`src/rtl/lc3_decode_ctrl_if.sv`:
```
// Signal bundle between the LC3 per-instruction sequencer and its surroundings
// (instruction memory, execute unit, fetch).
interface lc3_decode_ctrl_if;
  logic        start;
  logic [15:0] mem_dout;
  logic        exec_done;
  logic        fetch_start;
  logic [3:0]  opCode_out;
  logic [8:0]  offset_out;
  logic [2:0]  br_nzp_out;
  logic [2:0]  dr_out;
  logic [2:0]  sr1_out;
  logic [2:0]  sr2_out;
  logic        imm_flag;
  logic [4:0]  imm5_out;
  logic [15:0] ir_out;
  logic        exec_start;
  logic        busy;
  logic        halt;
  logic [15:0] instr_cnt;

  // Sequencer side
  modport slave (
    input  start, mem_dout, exec_done,
    output fetch_start, opCode_out, offset_out, br_nzp_out, dr_out, sr1_out,
           sr2_out, imm_flag, imm5_out, ir_out, exec_start, busy, halt, instr_cnt
  );

  // Environment side
  modport master (
    output start, mem_dout, exec_done,
    input  fetch_start, opCode_out, offset_out, br_nzp_out, dr_out, sr1_out,
           sr2_out, imm_flag, imm5_out, ir_out, exec_start, busy, halt, instr_cnt
  );
endinterface

```
`src/rtl/lc3_decode_ctrl.sv`:
```
// LC3 per-instruction sequencer: waits out the memory latency, loads IR, decodes it,
// hands off to the execute unit and then pulses fetch_start to advance the PC.
module lc3_decode_ctrl #(
  parameter int MEM_LAT = 1  // legal 1..7
) (
  input  logic              clk,
  input  logic              rst_n,
  lc3_decode_ctrl_if.slave  ctrl
);

  localparam logic [2:0]  LAT_M1    = 3'(MEM_LAT - 1);
  localparam logic [15:0] TRAP_HALT = 16'hF025;

  typedef enum logic [2:0] {
    S_IDLE,
    S_FETCH,
    S_EXEC,
    S_NEXT,
    S_HALT
  } state_t;

  state_t      r_state;
  logic [2:0]  r_lat;
  logic [15:0] r_ir;
  logic [15:0] r_instr_cnt;
  logic        r_exec_start;
  logic        r_fetch_start;
  logic        r_busy;
  logic        r_halt;

  always_ff @(posedge clk or negedge rst_n) begin
    if (!rst_n) begin
      r_state       <= S_IDLE;
      r_lat         <= 3'd0;
      r_ir          <= 16'h0000;
      r_instr_cnt   <= 16'h0000;
      r_exec_start  <= 1'b0;
      r_fetch_start <= 1'b0;
      r_busy        <= 1'b0;
      r_halt        <= 1'b0;
    end else begin
      // Both handshake pulses are single-cycle unless re-armed below.
      r_exec_start  <= 1'b0;
      r_fetch_start <= 1'b0;
      case (r_state)
        S_IDLE: begin
          if (ctrl.start) begin
            r_state <= S_FETCH;
            r_lat   <= LAT_M1;
            r_busy  <= 1'b1;
          end
        end
        S_FETCH: begin
          if (r_lat == 3'd0) begin
            r_ir <= ctrl.mem_dout;
            if (ctrl.mem_dout == TRAP_HALT) begin
              r_state <= S_HALT;
              r_busy  <= 1'b0;
              r_halt  <= 1'b1;
            end else begin
              r_state      <= S_EXEC;
              r_exec_start <= 1'b1;
            end
          end else begin
            r_lat <= r_lat - 3'd1;
          end
        end
        S_EXEC: begin
          if (ctrl.exec_done) begin
            r_state       <= S_NEXT;
            r_fetch_start <= 1'b1;
          end
        end
        S_NEXT: begin
          r_state     <= S_FETCH;
          r_lat       <= LAT_M1;
          r_instr_cnt <= r_instr_cnt + 16'd1;
        end
        S_HALT: begin
          r_halt <= 1'b1;
        end
        default: begin
          r_state <= S_IDLE;
          r_busy  <= 1'b0;
          r_halt  <= 1'b0;
        end
      endcase
    end
  end

  // Decoded fields are plain slices of IR, so they only move when IR is loaded.
  assign ctrl.opCode_out  = r_ir[15:12];
  assign ctrl.br_nzp_out  = r_ir[11:9];
  assign ctrl.dr_out      = r_ir[11:9];
  assign ctrl.sr1_out     = r_ir[8:6];
  assign ctrl.sr2_out     = r_ir[2:0];
  assign ctrl.imm_flag    = r_ir[5];
  assign ctrl.imm5_out    = r_ir[4:0];
  assign ctrl.offset_out  = r_ir[8:0];
  assign ctrl.ir_out      = r_ir;
  assign ctrl.exec_start  = r_exec_start;
  assign ctrl.fetch_start = r_fetch_start;
  assign ctrl.busy        = r_busy;
  assign ctrl.halt        = r_halt;
  assign ctrl.instr_cnt   = r_instr_cnt;

endmodule

```
`src/flat_wrapper.sv`:
```
// flat-port wrapper written by rule: the top's interface ports become plain ports
module lc3_decode_ctrl_flat 
#(
  parameter int MEM_LAT = 1               
)
  (clk, rst_n, ctrl_start, ctrl_mem_dout, ctrl_exec_done, ctrl_fetch_start, ctrl_opCode_out, ctrl_offset_out, ctrl_br_nzp_out, ctrl_dr_out, ctrl_sr1_out, ctrl_sr2_out, ctrl_imm_flag, ctrl_imm5_out, ctrl_ir_out, ctrl_exec_start, ctrl_busy, ctrl_halt, ctrl_instr_cnt);
  lc3_decode_ctrl_if ctrl_i ();
  input  logic clk;
  input  logic rst_n;
  input wire logic [$bits(ctrl_i.start)-1:0] ctrl_start;
  input wire logic [$bits(ctrl_i.mem_dout)-1:0] ctrl_mem_dout;
  input wire logic [$bits(ctrl_i.exec_done)-1:0] ctrl_exec_done;
  output wire logic [$bits(ctrl_i.fetch_start)-1:0] ctrl_fetch_start;
  output wire logic [$bits(ctrl_i.opCode_out)-1:0] ctrl_opCode_out;
  output wire logic [$bits(ctrl_i.offset_out)-1:0] ctrl_offset_out;
  output wire logic [$bits(ctrl_i.br_nzp_out)-1:0] ctrl_br_nzp_out;
  output wire logic [$bits(ctrl_i.dr_out)-1:0] ctrl_dr_out;
  output wire logic [$bits(ctrl_i.sr1_out)-1:0] ctrl_sr1_out;
  output wire logic [$bits(ctrl_i.sr2_out)-1:0] ctrl_sr2_out;
  output wire logic [$bits(ctrl_i.imm_flag)-1:0] ctrl_imm_flag;
  output wire logic [$bits(ctrl_i.imm5_out)-1:0] ctrl_imm5_out;
  output wire logic [$bits(ctrl_i.ir_out)-1:0] ctrl_ir_out;
  output wire logic [$bits(ctrl_i.exec_start)-1:0] ctrl_exec_start;
  output wire logic [$bits(ctrl_i.busy)-1:0] ctrl_busy;
  output wire logic [$bits(ctrl_i.halt)-1:0] ctrl_halt;
  output wire logic [$bits(ctrl_i.instr_cnt)-1:0] ctrl_instr_cnt;
  assign ctrl_i.start = ctrl_start;
  assign ctrl_i.mem_dout = ctrl_mem_dout;
  assign ctrl_i.exec_done = ctrl_exec_done;
  assign ctrl_fetch_start = ctrl_i.fetch_start;
  assign ctrl_opCode_out = ctrl_i.opCode_out;
  assign ctrl_offset_out = ctrl_i.offset_out;
  assign ctrl_br_nzp_out = ctrl_i.br_nzp_out;
  assign ctrl_dr_out = ctrl_i.dr_out;
  assign ctrl_sr1_out = ctrl_i.sr1_out;
  assign ctrl_sr2_out = ctrl_i.sr2_out;
  assign ctrl_imm_flag = ctrl_i.imm_flag;
  assign ctrl_imm5_out = ctrl_i.imm5_out;
  assign ctrl_ir_out = ctrl_i.ir_out;
  assign ctrl_exec_start = ctrl_i.exec_start;
  assign ctrl_busy = ctrl_i.busy;
  assign ctrl_halt = ctrl_i.halt;
  assign ctrl_instr_cnt = ctrl_i.instr_cnt;
  lc3_decode_ctrl #(.MEM_LAT(MEM_LAT)) u_core (.clk(clk), .rst_n(rst_n), .ctrl(ctrl_i));
endmodule
```
`config.mk`:
```
export PLATFORM = sky130hd
export DESIGN_NAME = lc3_decode_ctrl_flat
export DESIGN_NICKNAME = d
export VERILOG_FILES = /design/src/rtl/lc3_decode_ctrl_if.sv /design/src/rtl/lc3_decode_ctrl.sv /design/src/flat_wrapper.sv
export SDC_FILE = /design/constraint.sdc
export NUM_CORES = 1
export LEC_CHECK = 0
export ABC_CLOCK_PERIOD_IN_PS = 1850
export CAP_MARGIN = 20
export CORE_UTILIZATION = 39
export CTS_CLUSTER_DIAMETER = 30
export DETAILED_ROUTE_END_ITERATION = 12
export PLACE_DENSITY = 0.81
export SLEW_MARGIN = 25
export SYNTH_ARGS = -nofsm -noshare
export SYNTH_HDL_FRONTEND = slang
export SYNTH_SLANG_ARGS = --single-unit
```
`constraint.sdc`:
```
create_clock -name clk -period 1.85 [get_ports clk]
set_clock_uncertainty 0.05 [all_clocks]
set_input_delay 0.4625 -clock clk [delete_from_list [all_inputs] [get_ports clk]]
set_output_delay 0.4625 -clock clk [all_outputs]
set_load 0.02 [all_outputs]
```
* Word level (Yosys, flattened, before mapping)
Index checks and enable logic that the tools add are counted.
W data, S select, Z words.
** Storage, ports and cells
- Logic and storage cells :: 53
- Latch bits :: 0
- Memories :: 0
- Bits in registers :: 42
- ROM bits :: 0
- RAM bits :: 0
- Input port bits :: 20
- Output and inout port bits :: 67
** Operators by class
- Order comparisons :: 0
- Multiplexer cells :: 20
- Reduce and logical (&&, ||, !) cells :: 10
- Add/subtract/negate cells :: 2
- $mul :: 0
- Equal/unequal tests :: 10
- Shift operators :: 0
- Bitwise gates (word level) :: 3
- Divide/modulo/power cells :: 0
** Operators by type and width (count)
- $mux W3 :: 6
- $add A16 B1 Y16 const B :: 1
- $eq A16 B16 Y1 const B :: 1
- $pmux W3 S5 :: 1
- $mux W1 :: 10
- $pmux W3 S3 :: 1
- $reduce_and A4 Y1 :: 2
- $eq A3 B2 Y1 const B :: 2
- $logic_not A3 Y1 :: 2
- $ne A2 B2 Y1 const B :: 3
- $pmux W1 S3 :: 2
- $reduce_and A3 Y1 :: 2
- $reduce_or A3 Y1 :: 2
- $ne A2 B1 Y1 const B :: 2
- $eq A3 B1 Y1 const B :: 1
- $eq A3 B3 Y1 const B :: 1
- $not A1 Y1 :: 3
- $reduce_bool A3 Y1 :: 1
- $sub A3 B1 Y3 const B :: 1
- $reduce_and A2 Y1 :: 1

* Longest topological paths before layout
- Word-level depth :: 4
- Mapped depth :: 7
- Depth with buffers taken out :: 7

* Least setup slack after synthesis
OpenSTA, ideal clock, no wires.
- Kind :: register to register
- From :: register u_core.r_lat[0]
- To :: register u_core.r_ir[0], in the netlist u_core.ctrl.ir_out[0]
- Stages on the path, launching flop included :: 8
- Path buffers :: 2
- Setup slack :: 167 ps
- Library setup time :: 125 ps
- Arrival :: 1508 ps
- Data required time :: 1675 ps
- Period minus slack after synthesis :: 1683 ps
- Cell sequence :: dfrtp_1 -> inv_1 -> ha_1 -> ha_1 -> and2_1 -> buf_6 -> buf_12 -> mux2_4
** On the way
- Longest elaborated chain between the ends :: 2
** RTL lines
- start, declared :: line lc3_decode_ctrl.sv:23 : logic [2:0] r_lat;
- start signal, assigned :: line lc3_decode_ctrl.sv:65 : r_lat <= r_lat - 3'd1;
- $logic_not A3 Y1 :: line lc3_decode_ctrl.sv:54 : if (r_lat == 3'd0) begin
- $reduce_and A2 Y1 (no source line)
- end signal, assigned :: line lc3_decode_ctrl.sv:55 : r_ir <= ctrl.mem_dout;
- end, declared :: line lc3_decode_ctrl.sv:24 : logic [15:0] r_ir;
No other way between the ends.
A chain may end at the register's enable or synchronous reset.

* Worst setup path in the final report
- From :: register u_core.r_ir[4], in the netlist u_core.ctrl.ir_out[4]
- To :: output port ctrl_imm5_out[4]
** RTL lines
- end, declared :: line flat_wrapper.sv:21 : output wire logic [$bits(ctrl_i.imm5_out)-1:0] ctrl_imm5_out;
No word-level cell between the ends.

==> impl_metrics.prom <==
# TYPE chip_impl_metric gauge
chip_impl_info{name="run_status",value="finished clean"} 1
chip_impl_metric{name="io_buffer_count",unit=""} 86
chip_impl_metric{name="finalWeightedCongestion",unit=""} 0.768
chip_impl_metric{name="nets",unit=""} 271
chip_impl_info{name="synth.area.top_cells",value="sky130_fd_sc_hd__dfrtp_1 48%, sky130_fd_sc_hd__buf_4 11%, sky130_fd_sc_hd__mux2_4 6.9%"} 1
chip_impl_metric{name="power_density",unit="nW/um2"} 1680
chip_impl_metric{name="largest_net_degree_at_the_start_of_global_routing",unit=""} 23
chip_impl_metric{name="synth.ff_latch_count",unit=""} 42
chip_impl_metric{name="floorplan.core_area",unit="um2"} 5240
chip_impl_metric{name="max_stage_delay",unit="ns"} 0.63
chip_impl_info{name="worst-setup-path-type",value="reg -> out"} 1
chip_impl_metric{name="synth_enable_flop_cells",unit=""} 0
chip_impl_metric{name="synth_simple_gate_area_share",unit="%"} 14.7
chip_impl_metric{name="crit_path_max_fanout",unit=""} 4
chip_impl_metric{name="layout-area-overhead-vs-synth",unit="%"} 41.7
chip_impl_info{name="clock_tree_from_tritoncts",value="built"} 1
chip_impl_metric{name="setup_viol",unit=""} 0
chip_impl_metric{name="distinct_cell_type_count_of_the_synthesized_netlist",unit=""} 43
chip_impl_metric{name="number_of_cts_inserted_buffers",unit=""} 5
chip_impl_metric{name="detailedRoute.firstPassIterationCount",unit=""} 4
chip_impl_metric{name="antenna_violating_nets_post_route",unit=""} 0
chip_impl_metric{name="final.setup.tns",unit="ns"} 0
chip_impl_metric{name="drt-initial-drc-count",unit=""} 82
chip_impl_metric{name="number_of_cells_produced_by_synthesis",unit=""} 180
chip_impl_metric{name="synth_fa_ha_area_share",unit="%"} 1.72
chip_impl_metric{name="ys_seq_area_share",unit="%"} 48.2
chip_impl_info{name="ys_top_cells_by_count",value="42 x sky130_fd_sc_hd__dfrtp_1, 32 x sky130_fd_sc_hd__buf_4, 11 x sky130_fd_sc_hd__xnor2_1"} 1
chip_impl_metric{name="report.final.slew_viol_count",unit=""} 0
chip_impl_metric{name="post_synthesis_instance_area",unit="um2"} 2180
chip_impl_metric{name="cts.reportedPaths.clkPinSlew",unit="ns"} 0.08
chip_impl_metric{name="antenna_cells_inserted",unit=""} 0
chip_impl_metric{name="power.ir.vdd_worst",unit="mV"} 0.866
chip_impl_metric{name="maxSlewHeadroom",unit="%"} 66.8
chip_impl_metric{name="achievable-frequency",unit="MHz"} 548
chip_impl_info{name="synth_top_family_by_area",value="simple AND/OR/NAND/NOR gates"} 1
chip_impl_metric{name="track_usage",unit="%"} 15.9
chip_impl_info{name="synth_top_flop_cell",value="sky130_fd_sc_hd__dfrtp_1"} 1
chip_impl_metric{name="period_share",unit="%"} 98.7
chip_impl_metric{name="synth.net_count",unit=""} 203
chip_impl_info{name="synth.largest_area_cell",value="sky130_fd_sc_hd__dfrtp_1"} 1
chip_impl_metric{name="synthMuxAreaShare",unit="%"} 10.5
chip_impl_metric{name="place.detailed.hpwl",unit="mm"} 3.35
chip_impl_metric{name="drt-total-wl",unit="mm"} 4.43
chip_impl_info{name="worstPathCellList",value="clkdlybuf4s50_1"} 1
chip_impl_metric{name="async_flop_share",unit="%"} 100
chip_impl_metric{name="clockBufferDepth",unit=""} 2
chip_impl_info{name="critPathTopFamily",value="buffers and inverters"} 1
chip_impl_metric{name="grt_pass1_wl",unit="mm"} 7.36
chip_impl_info{name="start_kind",value="flop"} 1
chip_impl_info{name="setup.worst_path.end_class",value="output port"} 1
chip_impl_info{name="cp_slowest_cell",value="sky130_fd_sc_hd__clkdlybuf4s50_1"} 1
chip_impl_info{name="clock-root-buffer",value="sky130_fd_sc_hd__clkbuf_8"} 1
chip_impl_metric{name="hold_slack",unit="ns"} 0.0710
chip_impl_metric{name="top_level_ports",unit=""} 87
chip_impl_metric{name="cts.sinks",unit=""} 42
chip_impl_metric{name="die_width",unit="um"} 76.8
chip_impl_metric{name="yosysTopAreaCellShare",unit="%"} 48.2
chip_impl_metric{name="initial_utilization",unit="%"} 41.6
chip_impl_metric{name="synth_compound_gate_area_share",unit="%"} 4.65
chip_impl_metric{name="remaining_global_route_overflow",unit=""} 0
chip_impl_metric{name="detail_route.wl_per_cell",unit="um"} 13.9
chip_impl_metric{name="ys.warnings.count",unit=""} 0
chip_impl_metric{name="post_dp_cell_area",unit="um2"} 2920
chip_impl_metric{name="finalHoldViolations",unit=""} 0
chip_impl_metric{name="power.total",unit="mW"} 5.20
chip_impl_info{name="min-delay-path-class",value="in -> async"} 1
chip_impl_metric{name="dp_slack",unit="ns"} -0.210
chip_impl_metric{name="floorplan.die.height",unit="um"} 76.8
chip_impl_metric{name="detail_route.vias_per_cell",unit=""} 4.79
chip_impl_metric{name="final_layout_size_suffix_gt1_share",unit="%"} 18.1
chip_impl_metric{name="antenna_violations_before_repair",unit=""} 0
chip_impl_metric{name="timing.critical_path.buf_inv",unit=""} 1
chip_impl_metric{name="route.vias.total",unit=""} 1522
chip_impl_metric{name="final_period_minus_worst_setup_slack",unit="ns"} 1.83
chip_impl_metric{name="grt_pass1_vias",unit=""} 1548
chip_impl_metric{name="finalWorstSetupSlack",unit="ns"} 0.0242
chip_impl_metric{name="synth.avg_cell_area",unit="um2"} 12.1
chip_impl_metric{name="cap_viol_max_count",unit=""} 0
chip_impl_metric{name="worstPathRequired",unit="ns"} 1.34
chip_impl_metric{name="fill_cells",unit=""} 429
chip_impl_metric{name="worst_ep_arrival_time",unit="ns"} 1.31
chip_impl_metric{name="std_cell_rows",unit=""} 26
chip_impl_metric{name="yosys.area_share.xor_xnor",unit="%"} 6.03
chip_impl_metric{name="clock_tree.htree_level_count",unit=""} 2
chip_impl_metric{name="post-route-drc-count",unit=""} 0
chip_impl_metric{name="leakagePower",unit="nW"} 1.66
chip_impl_metric{name="dieArea",unit="um2"} 5890
chip_impl_info{name="yosys.cell_count.top_type",value="sky130_fd_sc_hd__dfrtp_1"} 1
chip_impl_metric{name="clock_latency",unit="ns"} 0.29
chip_impl_metric{name="worstMarginPinSlew",unit="ns"} 0.499
chip_impl_metric{name="finalInstanceArea",unit="um2"} 3090
[report_power, final]
group	switching, mW	internal, mW	total [mW]	leakage (nW)
sequential	0.306	1.23	1.53	0.530
clock	0.298	0.431	0.729	0.0573
combinational	1.45	1.48	2.93	1.07
[stage by stage]
stage | util [%] | cells
6_report | 59.0 | 318
5_1_grt | 59.0 | 318
4_1_cts | 57.5 | 318
3_5_place_dp | 55.8 | 311
3_3_place_gp | 55.8 | 311
2_1_floorplan | - | 180
[cell usage in the layout, fill, tap and decap left out, types with 2 or more instances in the layout]
master	n
sky130_fd_sc_hd__nor4b_2	2
sky130_fd_sc_hd__xnor2_1	11
sky130_fd_sc_hd__and3_1	3
sky130_fd_sc_hd__inv_1	3
sky130_fd_sc_hd__nand3b_1	2
sky130_fd_sc_hd__dlymetal6s2s_1	30
sky130_fd_sc_hd__dlygate4sd2_1	18
sky130_fd_sc_hd__a21oi_1	2
sky130_fd_sc_hd__mux2_4	10
sky130_fd_sc_hd__nor3_1	3
sky130_fd_sc_hd__o21ai_0	7
sky130_fd_sc_hd__xor2_1	4
sky130_fd_sc_hd__nand2_1	6
sky130_fd_sc_hd__ha_1	3
sky130_fd_sc_hd__nand3_1	7
sky130_fd_sc_hd__nand4_1	5
sky130_fd_sc_hd__mux2_2	7
sky130_fd_sc_hd__clkdlybuf4s50_1	37
sky130_fd_sc_hd__dfrtp_1	42
sky130_fd_sc_hd__clkbuf_8	6
sky130_fd_sc_hd__nor2_1	4
sky130_fd_sc_hd__buf_4	10
[path summary, 6_finish.rpt]
check | from | to | slack [ns] | cells after the start
setup reg to reg | u_core.r_lat[0]$_DFFE_PN0P_ | u_core.r_state[1]$_DFFE_PN0P_ | 0.18 | 7
min in group clk | u_core.ctrl.instr_cnt[15]$_DFFE_PN0P_ | u_core.ctrl.instr_cnt[15]$_DFFE_PN0P_ | 0.42 | 1
hold reg to reg | u_core.ctrl.instr_cnt[15]$_DFFE_PN0P_ | u_core.ctrl.instr_cnt[15]$_DFFE_PN0P_ | 0.42 | 1
hold / removal | rst_n | u_core.ctrl.instr_cnt[15]$_DFFE_PN0P_ | 0.07 | 1
max in group asynchronous | rst_n | u_core.r_lat[1]$_DFFE_PN0P_ | 1.19 | 2
setup / recovery | u_core.ctrl.ir_out[4]$_DFFE_PN0P_ | ctrl_imm5_out[4] | 0.02 | 1
[registers in the layout, summed over array words and instances (netlist names)]
| name | cells |
|---|---|
| u_core.ctrl.busy | 1 |
| u_core.ctrl.halt | 1 |
| u_core.r_lat | 3 |
| u_core.ctrl.ir_out | 16 |
| u_core.ctrl.instr_cnt | 16 |
| u_core.r_state | 3 |
| u_core.ctrl.exec_start | 1 |
| u_core.ctrl.fetch_start | 1 |
[what timing repair did]
| action | in CTS | in global routing |
|---|---|---|
| hold buffers | 0 | 0 |
| resized for setup | 18 | 30 |
| endpoints found under the setup margin | 22 | 33 |
| buffers inserted | 0 | 0 |
[final cells by class]
| cell class | instances | area, um2 | share of cell area [%] |
|---|---|---|---|
| multi-input cells | 98 | 820 | 26.5 |
| clock inverters | 1 | 30.0 | 0.972 |
| flip-flops and latches | 42 | 1050 | 34.0 |
| well taps | 70 | 87.6 | 2.84 |
| inverters | 4 | 15.0 | 0.486 |
| repair buffers | 97 | 1000 | 32.5 |
| clock buffers | 6 | 82.6 | 2.67 |
[cell families after synthesis]
family,count (synthesis)
DFF,42
adders and majority gates,3
muxes,17
buffers and inverters,40
AOI/OAI and AO/OA,16
xor gates and xnor gates,15
and+or+nand+nor,47
[metal layers]
metal / wire length [um] / track usage (%) / vias to the layer above
met5: 0 / 0 / -
met4: 67 / 5.77 / 0
met3: 284 / 4.88 / 7
met2: 2130 / 25.6 / 56
met1: 1950 / 19.9 / 730
li1: - / - / 729
(Power assumes the default switching activity.)
==> variant (config.mk and constraints unchanged) <==
Re-encode `state_t` (5 states) as Gray code, 3 bits wide.
--- a/src/rtl/lc3_decode_ctrl.sv
+++ b/src/rtl/lc3_decode_ctrl.sv
@@ -12,11 +12,11 @@
   localparam logic [15:0] TRAP_HALT = 16'hF025;
 
   typedef enum logic [2:0] {
-    S_IDLE,
-    S_FETCH,
-    S_EXEC,
-    S_NEXT,
-    S_HALT
+    S_IDLE  = 3'b000,
+    S_FETCH = 3'b001,
+    S_EXEC  = 3'b011,
+    S_NEXT  = 3'b010,
+    S_HALT  = 3'b110
   } state_t;
 
   state_t      r_state;
Formal check against the unedited RTL: no difference found for any inputs over 10 cycles, from zero or initial values and one cycle with rst_n low; not proved beyond that.
==> variant against the unedited design <==
- die area decreased by 4.6%
- design area fell by 2.7%
- wire length fell by 2.0%
- cell count down 0.63%
- sequential cell count stayed put
- clock power shrank 18%
- power decreased by 2.2%
- area after synthesis shrank 4.8%
- via count down 0.53%
- combinational power hardly changed
- setup slack gained 0.0093 ns
- largest cell class unchanged
- largest power group unchanged
==> variant: results <==
<?xml version="1.0" encoding="UTF-8"?>
<metrics>
  <group name="placed_design">
    <metric name="io_buffer_count" unit="">86</metric>
    <metric name="post-dp-hpwl" unit="um">3176</metric>
    <metric name="detailed_place.area" unit="um2">2838</metric>
    <metric name="placement.setup.worst_slack" unit="ns">-0.1506</metric>
    <metric name="gpl.final_weighted_congestion" unit="">0.8378</metric>
  </group>
  <group name="global_routing">
    <metric name="antenna_violations_before_repair" unit="">0</metric>
    <metric name="grt_util_all_layers" unit="%">15.52</metric>
    <metric name="first_global_vias" unit="">1406</metric>
    <metric name="first_pass_grt_wire_length" unit="um">6610</metric>
    <metric name="maximum_number_of_pins_on_one_net_before_global_route_repair" unit="">43</metric>
  </group>
  <group name="critical_path">
    <metric name="critical-path-max-stage-delay" unit="ns">0.62</metric>
    <metric name="critPathMaxFanout" unit="">3</metric>
    <metric name="worst_path_max_delay_cell" unit="">sky130_fd_sc_hd__clkdlybuf4s50_1</metric>
  </group>
  <group name="clock_tree">
    <metric name="clock_path_buffers" unit="">2</metric>
    <metric name="worst_setup_hold_path_clk_slew" unit="ns">0.08</metric>
    <metric name="cts_inserted_buffers" unit="">5</metric>
  </group>
  <group name="drt">
    <metric name="met3RoutedLength" unit="um">335</metric>
    <metric name="drt-met1-wl" unit="um">1784</metric>
    <metric name="num_vias" unit="">1514</metric>
    <metric name="dr_wl_met2" unit="um">2190</metric>
    <metric name="detail_route.wl_per_cell" unit="um">13.74</metric>
    <metric name="detail_route.iter0.violations" unit="">91</metric>
  </group>
  <group name="final_layout">
    <metric name="final_layout_size_suffix_gt1_share" unit="%">16.26</metric>
    <metric name="design.final.nets" unit="">268</metric>
  </group>
  <group name="status">
    <metric name="status" unit="">complete, no violations</metric>
  </group>
  <group name="synth">
    <metric name="ys_seq_area_share" unit="%">50.63</metric>
    <metric name="synthTopCellsByCount" unit="">sky130_fd_sc_hd__dfrtp_1 (42), sky130_fd_sc_hd__buf_4 (32), sky130_fd_sc_hd__mux2_2 (17)</metric>
    <metric name="synth_cell_types" unit="">37</metric>
    <metric name="synthesis.nets" unit="">201</metric>
    <metric name="cell_types_with_the_largest_area_share_after_synthesis" unit="">sky130_fd_sc_hd__dfrtp_1 (51%), sky130_fd_sc_hd__buf_4 (12%), sky130_fd_sc_hd__mux2_2 (9.2%)</metric>
    <metric name="ys.warnings.count" unit="">0</metric>
  </group>
  <group name="timing">
    <metric name="slew_viol_final" unit="">0</metric>
    <metric name="tightestPinTransition" unit="ns">0.5351</metric>
  </group>
  <group name="power_and_ir_drop">
    <metric name="p_leak" unit="nW">1.624</metric>
    <metric name="peakVddDrop" unit="V">0.0007998</metric>
  </group>
</metrics>
-- variant: cell types whose count changed in the layout (fill, tap and decap cells not counted), sizes merged, moves of 2 or more --
cell           delta
dlygate4sd2       -9
nand3             -3
dlymetal6s2s      +5
clkdlybuf4s50     +4
nand2             +4
buf               -2
o21ai             -3
nor3b             -2
nor2              +4
-- variant: final timing paths --
check | startpoint | end | slack, ns | depth (start not counted)
setup / recovery | u_core.ctrl.instr_cnt[14] | ctrl_instr_cnt[14] | 0.03 | 1
hold / removal | rst_n | u_core.ctrl.instr_cnt[0] | 0.17 | 2
setup reg to reg | u_core.r_lat[0] | u_core.r_lat[0] | 0.20 | 7
hold reg to reg | u_core.ctrl.instr_cnt[15] | u_core.ctrl.instr_cnt[15] | 0.43 | 1
max in group asynchronous | rst_n | u_core.r_state[0] | 1.19 | 2
min in group clk | u_core.ctrl.instr_cnt[15] | u_core.ctrl.instr_cnt[15] | 0.43 | 1
-- variant: metal layers --
metal / vias to the layer above / track usage [%]
met2: 59 / 25.73
li1: 712 / -
met1: 737 / 20.14
met3: 6 / 4.418
met5: - / 0
met4: 0 / 3.774
-- variant: cells by family (layout without fill, tap and decap cells) --
kind of cell    count (synthesis)  count (layout)  synth area share [%]
fa+ha+maj                       3               3                 1.809
flops                          42              42                 50.63
simple gates                   50              50                 14.35
compound gates                 12              12                 4.341
xor+xnor                       15              15                 6.329
mux                            17              17                 9.222
buf+inv                        39             107                 13.32
-- variant: metrics by stage --
step / power, mW / std cells
global route: 5.400 / 316
finish: 5.079 / 316
CTS: 5.199 / 316
floorplan: 3.602 / 178
global placement: 4.556 / 308
detailed placement: 4.641 / 308
-- variant: what timing repair did --
action                     CTS  global route
resized for setup            9            35
setup endpoints to repair   10            37
hold buffers                 0             0
setup buffers                0             0
-- variant: worst register-to-register path, delay by kind of cell (launching register included) --
kind	cells	cell delay (ns)
buf+inv	2	0.20
compound gates	2	0.29
flops	1	0.35
simple gates	1	0.17
fa+ha+maj	2	0.46
-- variant: final cells by class --
class | instances | area (um2)
well taps | 70 | 87.58
flip-flops and latches | 42 | 1051
clock inverters | 1 | 5.005
repair buffers | 95 | 1012
clock buffers | 7 | 86.33
multi-input cells | 97 | 748.2
fillers | 427 | 2102
inverters | 4 | 15.01
-- variant: power breakdown --
group | leakage [nW] | internal, mW | switching (mW)
Clock | 0.0482 | 0.301 | 0.294
Combinational | 1.05 | 1.47 | 1.44
Sequential | 0.530 | 1.24 | 0.329
